**src/rtl/clk_div_multi.sv**
```systemverilog
// clk_div_multi: multi-channel runtime-programmable clock / clock-enable generator.
//
// Each of NUM_CH channels counts system clocks modulo its active divisor and
// drives a registered divided clock (high for the first active_high cycles of
// each period) and a one-cycle tick at the start of every period. New divisor /
// high-time pairs are written into a per-channel shadow and only take effect
// at that channel's period boundary (or immediately while it is disabled), so
// the output never glitches on reconfiguration.
//
// Ports:
//   clk          system clock, rising edge
//   rst          synchronous active-high reset
//   ch_en        per-channel enable
//   sync_all     strobe: restart every enabled channel at phase 0
//   cfg_we       configuration write strobe
//   cfg_ch       target channel of the write
//   cfg_div      requested period in clk cycles (>= 2)
//   cfg_high     requested high time in clk cycles (1 .. cfg_div-1)
//   cfg_err      one-cycle pulse after a rejected write
//   cfg_pending  per-channel: shadow config waiting for its boundary
//   clk_out      per-channel divided clock, registered
//   tick         per-channel period-start strobe, registered
module clk_div_multi #(
  parameter int NUM_CH       = 4,
  parameter int DIV_W        = 16,
  parameter int DEFAULT_DIV  = 100,
  parameter int DEFAULT_HIGH = 50,
  localparam int CH_W        = (NUM_CH > 1) ? $clog2(NUM_CH) : 1
) (
  input  logic              clk,
  input  logic              rst,
  input  logic [NUM_CH-1:0] ch_en,
  input  logic              sync_all,
  input  logic              cfg_we,
  input  logic [CH_W-1:0]   cfg_ch,
  input  logic [DIV_W-1:0]  cfg_div,
  input  logic [DIV_W-1:0]  cfg_high,
  output logic              cfg_err,
  output logic [NUM_CH-1:0] cfg_pending,
  output logic [NUM_CH-1:0] clk_out,
  output logic [NUM_CH-1:0] tick
);

  localparam logic [DIV_W-1:0] DIV_RST  = DIV_W'(DEFAULT_DIV);
  localparam logic [DIV_W-1:0] HIGH_RST = DIV_W'(DEFAULT_HIGH);
  localparam logic [DIV_W-1:0] ONE      = DIV_W'(1);
  localparam logic [DIV_W-1:0] TWO      = DIV_W'(2);

  logic [31:0] ch_idx;
  logic        cfg_bad;
  logic        cfg_ok;

  // Widen the channel index so an out-of-range channel is detectable even
  // when NUM_CH is not a power of two.
  always_comb begin
    ch_idx  = 32'(cfg_ch);
    cfg_bad = (ch_idx >= 32'(NUM_CH)) || (cfg_div < TWO) ||
              (cfg_high == '0) || (cfg_high >= cfg_div);
    cfg_ok  = cfg_we && !cfg_bad;
  end

  always_ff @(posedge clk) begin
    if (rst) cfg_err <= 1'b0;
    else     cfg_err <= cfg_we && cfg_bad;
  end

  for (genvar i = 0; i < NUM_CH; i++) begin : g_ch
    logic [DIV_W-1:0] active_div;
    logic [DIV_W-1:0] active_high;
    logic [DIV_W-1:0] shadow_div;
    logic [DIV_W-1:0] shadow_high;
    logic [DIV_W-1:0] cnt;
    logic [DIV_W-1:0] cnt_nxt;
    logic             pending;
    logic             clk_q;
    logic             tick_q;
    logic             hit;
    logic             wrap;
    logic             apply;

    // A wrap (natural or forced by sync_all) and a disabled channel are both
    // period boundaries where the shadow may be promoted safely.
    always_comb begin
      hit     = cfg_ok && (ch_idx == 32'(i));
      wrap    = ch_en[i] && (sync_all || (cnt == active_div - ONE));
      apply   = wrap || !ch_en[i];
      cnt_nxt = wrap ? '0 : cnt + ONE;
    end

    always_ff @(posedge clk) begin
      if (rst) begin
        active_div  <= DIV_RST;
        active_high <= HIGH_RST;
        shadow_div  <= DIV_RST;
        shadow_high <= HIGH_RST;
        cnt         <= DIV_RST - ONE;
        pending     <= 1'b0;
        clk_q       <= 1'b0;
        tick_q      <= 1'b0;
      end else begin
        // Apply uses the pre-edge shadow; a write on the same edge refills
        // the shadow and keeps pending set for the next boundary.
        if (apply) begin
          active_div  <= shadow_div;
          active_high <= shadow_high;
        end
        if (hit) begin
          shadow_div  <= cfg_div;
          shadow_high <= cfg_high;
          pending     <= 1'b1;
        end else if (apply) begin
          pending     <= 1'b0;
        end
        if (ch_en[i]) begin
          cnt    <= cnt_nxt;
          // New period always starts high because every legal high time >= 1.
          clk_q  <= wrap ? 1'b1 : (cnt_nxt < active_high);
          tick_q <= wrap;
        end else begin
          // Park at the last count so the first enabled edge is a wrap.
          cnt    <= shadow_div - ONE;
          clk_q  <= 1'b0;
          tick_q <= 1'b0;
        end
      end
    end

    assign clk_out[i]     = clk_q;
    assign tick[i]        = tick_q;
    assign cfg_pending[i] = pending;
  end

endmodule
```
**config.mk**
```make
export PLATFORM = sky130hd
export DESIGN_NAME = clk_div_multi
export DESIGN_NICKNAME = d
export VERILOG_FILES = /design/src/rtl/clk_div_multi.sv
export SDC_FILE = /design/constraint.sdc
export NUM_CORES = 1
export LEC_CHECK = 0
export CAP_MARGIN = 5
export CORE_AREA = 2 2 270 272
export DETAILED_ROUTE_END_ITERATION = 12
export DIE_AREA = 0 0 272 274
export GPL_ROUTABILITY_DRIVEN = 1
export SLEW_MARGIN = 20
export SYNTH_ARGS = -nofsm -noshare
export SYNTH_HDL_FRONTEND = slang
export SYNTH_SLANG_ARGS = --single-unit
```
**constraint.sdc**
```tcl
create_clock -name clk -period 13.05 [get_ports clk]
set_input_delay 2.61 -clock clk [delete_from_list [all_inputs] [get_ports clk]]
set_output_delay 2.61 -clock clk [all_outputs]
set_load 0.02 [all_outputs]
```
After elaboration in Yosys (flattened, before gate mapping)

Index checks and enable logic that the tools add are counted.

$add $sub $neg: 12
Muxes and demuxes: 20
Eq/ne operators: 7
Order comparisons: 6
Reductions and logical operators: 35
Bitwise gates (word level): 4

Operators by type and width:

| operator              | number |
|---|---|
| $mux 16               | 8 |
| $sub 16x1->16 const B | 8 |
| $add 16x1->16 const B | 4 |
| $eq 16x16->1          | 4 |
| $lt 16x16->1          | 4 |
| $logic_not 32->1      | 1 |
| $ge 16x16->1          | 1 |
| $logic_not 16->1      | 1 |
| $lt 16x2->1 const B   | 1 |
| $mux 1                | 12 |
| $logic_and 1x1->1     | 10 |
| $logic_or 1x1->1      | 10 |
| $reduce_bool 2->1     | 4 |
| $reduce_or 2->1       | 4 |
| $logic_not 1->1       | 5 |
| $eq 2x2->1 const B    | 2 |
| $not 1->1             | 4 |
| $eq 2x1->1 const B    | 1 |

Input bits: 42
Register bits after elaboration: 333
Word-level logic and storage cells: 117

Depth between registers and ports, before layout

Depth in word-level cells: 7
Mapped depth: 22

Least setup slack after synthesis

OpenSTA, ideal clock, no wires.

Kind: input -> register
From: in cfg_high[0]
To: reg g_ch[0].shadow_div[0]
Required time: 12.922 ns
Path buffers: 2
Slack: 8.016 ns
Stages on the path: 12
Data arrival time: 4.907 ns
Path through: inv_1 > ha_1 > nand2b_1 > a21o_1 > a21o_1 > a211oi_1 > o21a_1 > o2111a_1 > clkbuf_1 > clkbuf_1 > mux2i_1 > nor2_1

Longest elaborated chain between the ends: 6
Elaborated cells on any way between the ends: 7
Those cells by class: 1 x order compare; 6 x reduce/logical

RTL lines:

| element                                              | RTL line | source |
|---|---|---|
| start: declaration                                   | 37       | `input logic [DIV_W-1:0] cfg_high,` |
| branches (longest 2 deep; another with $ge 16x16->1) | --       |  |
| $logic_or 1x1->1 (*)                                 | 58       | `(cfg_high == '0) \|\| (cfg_high >= cfg_div);` |
| $logic_not 1->1 (*)                                  | 59       | `cfg_ok = cfg_we && !cfg_bad;` |
| $logic_and 1x1->1 (*)                                | 59       |  |
| $logic_and 1x1->1 (*)                                | 84       | `hit = cfg_ok && (ch_idx == 32'(i));` |
| end signal: assignment                               | 108      | `shadow_div <= cfg_div;` |
| end: declaration                                     | 70       | `logic [DIV_W-1:0] shadow_div;` |

Mark *: on every way between the ends.
A chain may end at the register's enable or synchronous reset.

Final worst setup path

From: in ch_en[0]
To: reg g_ch[0].clk_q

Longest elaborated chain between the ends: 4
Elaborated cells on any way between the ends: 6
Those cells by class: 1 x order compare; 2 x mux; 1 x bitwise; 2 x reduce/logical

RTL lines:

| element                | RTL line | source |
|---|---|---|
| start: declaration     | 32       | `input logic [NUM_CH-1:0] ch_en,` |
| $logic_and 1x1->1      | 85       | `wrap = ch_en[i] && (sync_all \|\| (cnt == active_div - ONE));` |
| $mux 16                | 87       | `cnt_nxt = wrap ? '0 : cnt + ONE;` |
| $lt 16x16->1           | 117      | `clk_q <= wrap ? 1'b1 : (cnt_nxt < active_high);` |
| $mux 1                 | 117      |  |
| end signal: assignment | 117      |  |
| end: declaration       | 75       | `logic clk_q;` |

Parallel ways exist; a longest one is shown, timed or not.

==> results.json <==
{
  "crit_path_max_fanout": 15,
  "clock-sinks": 333,
  "unrepaired_setup_endpoints_after_global_routing": "no",
  "finalClockSkew_ns": 0.0165,
  "worst_ep_required_time_ns": 13.54,
  "die_x_um": 272,
  "grt_pass1_wl_um": 77000,
  "path_class": "input pin to flop",
  "cts.htree.levels": 2,
  "first_global_vias": 13777,
  "worst_setup_hold_path_clk_slew_ns": 0.06,
  "endpoint_kind": "flop",
  "vdd_ir_drop_max_mv": 0.0837,
  "grt_start_max_net_pins": 106,
  "dp_hpwl_um": 34000,
  "ctsResizeCount": 0,
  "port_buffers": 54,
  "placeableCoreArea_mm2": 0.0720,
  "max-slew-margin-rel": 0.292,
  "postCtsHoldBufs": 0,
  "numCtsBuffers": 40,
  "clock_network_latency_to_the_later_pin_of_the_worst_skew_pair_ns": 0.56,
  "worst_path_largest_cell_delay_ns": 0.83,
  "cts-root-buf": "sky130_fd_sc_hd__clkbuf_16",
  "design.die.area_mm2": 0.0745,
  "max_freq_mhz": 175,
  "cell_count_post_placement": 2945,
  "synth-seq-area-share": 0.374,
  "globalRoute.totalOverflow": 0,
  "cells_traversed_along_the_worst_timing_path": "clkdlybuf4s50_1, nor2b_1, nor2_1, ha_1, a21o_1, a21o_1, a21oi_1, nor2_1, a2111oi_0, o221ai_1, a21oi_1",
  "postCtsSetupRepairBufs": 0,
  "synthArstFlopShare": 0,
  "flow.area_growth_from_synthesis_pct": 15.3,
  "grt_util_all_layers": 0.129,
  "ys_warn_count": 0,
  "clock_path_buffers": 3,
  "initial_antenna_violation_count": 3,
  "power.density_cell_area_mw_per_mm2": 125,
  "setup_viol": 0,
  "final_std_cells_w_o_fill": 3019,
  "floorplan.rows": 99,
  "crit_slowest_cell": "sky130_fd_sc_hd__nor2b_1",
  "drive_gt1_frac": 0.0505,
  "tritoncts": "built",
  "postSynthNetCount": 2171,
  "final.period_utilization": 0.438,
  "worst_pin_slew_ns": 1.06,
  "number_of_enable_flip_flop_cells_after_synthesis": 0,
  "nets": 2158,
  "route.detailed.drc": 0,
  "via_count": 14247,
  "report.final.slew_viol_count": 0,
  "netlist_area_mm2": 0.0178,
  "timing.critical_path.from_type": "input pin",
  "ys.flop_type": "sky130_fd_sc_hd__dfxtp_1",
  "netlist_instances": 2041,
  "initial_core_util": 0.247,
  "timing.max_cap.violations": 0,
  "detail_route.vias_per_cell": 4.72,
  "ys_seq_elements": 333,
  "final.setup.tns_ns": 0,
  "gpl.final_weighted_congestion": 0.826,
  "synth_cell_type_count": 69,
  "number_of_detailed_routing_iterations_run_before_antenna_repair": 7,
  "drt_first_iter_violations": 931,
  "outcome": "completed",
  "worst_ep_arrival_time_ns": 6.21,
  "routedWlPerCell_um": 16.0,
  "floorplan.die.height_um": 274,
  "mean_area_per_synthesized_cell_um2": 8.72,
  "period_needed_ns": 5.72,
  "timing.hold.worst.class": "flop to flop",
  "wirelength_um": 48300,
  "power_leakage_uw": 0.00851,
  "hold_violations": 0,
  "detail-route-antenna-nets": 0,
  "ioPinCount": 55,
  "final_core_utilization": 0.285,
  "worst-path-buf-inv": 1,
  "critPathTopFamily": "compound AO/OA/AOI/OAI gates"
}
## sequential cells by signal (all words and copies together), names as in the netlist
signal / flops
g_ch.pending: 4
g_ch.cnt: 64
cfg_err: 1
g_ch.active_high: 64
g_ch.tick_q: 4
g_ch.active_div: 64
g_ch.clk_q: 4
g_ch.shadow_high: 64
g_ch.shadow_div: 64
## worst reg2reg max path, stage by stage, from the launching register on
cell,delay [ns]
sky130_fd_sc_hd__dfxtp_1,0.39
sky130_fd_sc_hd__or2_2,0.36
sky130_fd_sc_hd__or3_1,0.37
sky130_fd_sc_hd__a2111oi_0,0.48
sky130_fd_sc_hd__o2111ai_1,0.25
sky130_fd_sc_hd__nor4_2,0.69
sky130_fd_sc_hd__nor2_1,0.24
sky130_fd_sc_hd__nor2b_1,0.80
sky130_fd_sc_hd__nor2_1,0.12
sky130_fd_sc_hd__ha_1,0.33
sky130_fd_sc_hd__a21o_1,0.18
sky130_fd_sc_hd__a21o_1,0.16
sky130_fd_sc_hd__a21oi_1,0.14
sky130_fd_sc_hd__nor2_1,0.06
sky130_fd_sc_hd__a2111oi_0,0.45
sky130_fd_sc_hd__o221ai_1,0.33
sky130_fd_sc_hd__a21oi_1,0.21
## Yosys cell counts (15+ instances only)
master                       n  share of area
sky130_fd_sc_hd__ha_1       88          0.062
sky130_fd_sc_hd__o32ai_1    24          0.012
sky130_fd_sc_hd__nor4_1     38          0.013
sky130_fd_sc_hd__o21ai_0    39          0.011
sky130_fd_sc_hd__nand2_1    97          0.020
sky130_fd_sc_hd__dfxtp_1   333           0.37
sky130_fd_sc_hd__nor3_1     40          0.011
sky130_fd_sc_hd__inv_1     104          0.022
sky130_fd_sc_hd__or4_1      19         0.0080
sky130_fd_sc_hd__xor2_1     77          0.038
sky130_fd_sc_hd__a211oi_1   15         0.0063
sky130_fd_sc_hd__nand4_1    27         0.0095
sky130_fd_sc_hd__buf_2      16         0.0045
sky130_fd_sc_hd__o211ai_1   32          0.013
sky130_fd_sc_hd__clkbuf_1   86          0.018
sky130_fd_sc_hd__a21o_1     19         0.0080
sky130_fd_sc_hd__mux2i_1   224           0.13
sky130_fd_sc_hd__nor2_1    356          0.075
sky130_fd_sc_hd__xnor2_1   108          0.053
sky130_fd_sc_hd__a21oi_1    45          0.013
sky130_fd_sc_hd__o22ai_1    23         0.0081
sky130_fd_sc_hd__nand3_1    44          0.012
## worst paths after layout
path,start,to,slack [ns],cells after the start
worst min register to register,g_ch[2].shadow_high[5],g_ch[2].shadow_high[5],0.47,2
worst max-delay path,ch_en[0],g_ch[0].clk_q,7.33,11
worst max register to register,g_ch[0].active_div[0],g_ch[0].clk_q,7.41,16
worst min-delay path,g_ch[2].shadow_high[5],g_ch[2].shadow_high[5],0.47,2
## stage by stage
stage / setup slack, ns / hold WS, ns / instance area [um2] / total power [uW]
floorplan: 8.02 / 0.443 / 17800 / 1300
global placement: 6.85 / 0.459 / 19100 / 1400
detailed placement: 6.86 / 0.461 / 19100 / 1400
CTS: 7.41 / 0.477 / 20500 / 2590
global route: 6.86 / 0.495 / 20500 / 2660
finish: 7.33 / 0.475 / 20500 / 2560
## placed cells by master, fill, tap and decap left out, types with 15 or more instances in the layout
cell	instances
sky130_fd_sc_hd__xnor2_1	108
sky130_fd_sc_hd__inv_1	103
sky130_fd_sc_hd__nand4_1	27
sky130_fd_sc_hd__nor3_1	40
sky130_fd_sc_hd__clkdlybuf4s50_1	53
sky130_fd_sc_hd__a21o_1	19
sky130_fd_sc_hd__o22ai_1	23
sky130_fd_sc_hd__mux2i_1	224
sky130_fd_sc_hd__clkbuf_16	41
sky130_fd_sc_hd__a211oi_1	15
sky130_fd_sc_hd__nand3_1	43
sky130_fd_sc_hd__ha_1	88
sky130_fd_sc_hd__nand2_1	96
sky130_fd_sc_hd__dfxtp_1	333
sky130_fd_sc_hd__o211ai_1	32
sky130_fd_sc_hd__o21ai_0	38
sky130_fd_sc_hd__nor4_1	38
sky130_fd_sc_hd__a21oi_1	45
sky130_fd_sc_hd__xor2_1	77
sky130_fd_sc_hd__or4_1	19
sky130_fd_sc_hd__o32ai_1	24
sky130_fd_sc_hd__nor2_1	355
## per-layer routing
metal	GRT usage	part of all wire	vias to the layer above
met5	0	0.00052	-
met4	0.0395	0.021	4
met3	0.0230	0.054	64
met2	0.209	0.45	312
met1	0.175	0.48	6761
li1	-	-	7106
## where the power goes
part           internal [uW]  switching [uW]
clock network            723             464
registers               1050            34.3
logic                    120             174
total                   1890             672
## cells by family (layout without fill, tap and decap cells)
group,after synthesis,after routing,share of synthesized area
DFF,333,333,0.374
adders and majority gates,88,88,0.0618
other,0,1,0
AOI/OAI and AO/OA,262,262,0.103
muxes,224,224,0.126
xor gates and xnor gates,185,185,0.0910
buffers and inverters,227,245,0.0532
and+or+nand+nor,722,722,0.190
## final cells by class
cell class / instances / area [um2]
sequential: 333 / 6670
tap: 959 / 1200
clock buffer: 57 / 1170
inverter: 104 / 390
timing repair buffer: 68 / 649
fill: 7589 / 51400
clock inverter: 16 / 221
antenna: 1 / 2.50
multi-input combinational: 1481 / 10200
No activity file was read; power rests on OpenSTA's default activity.
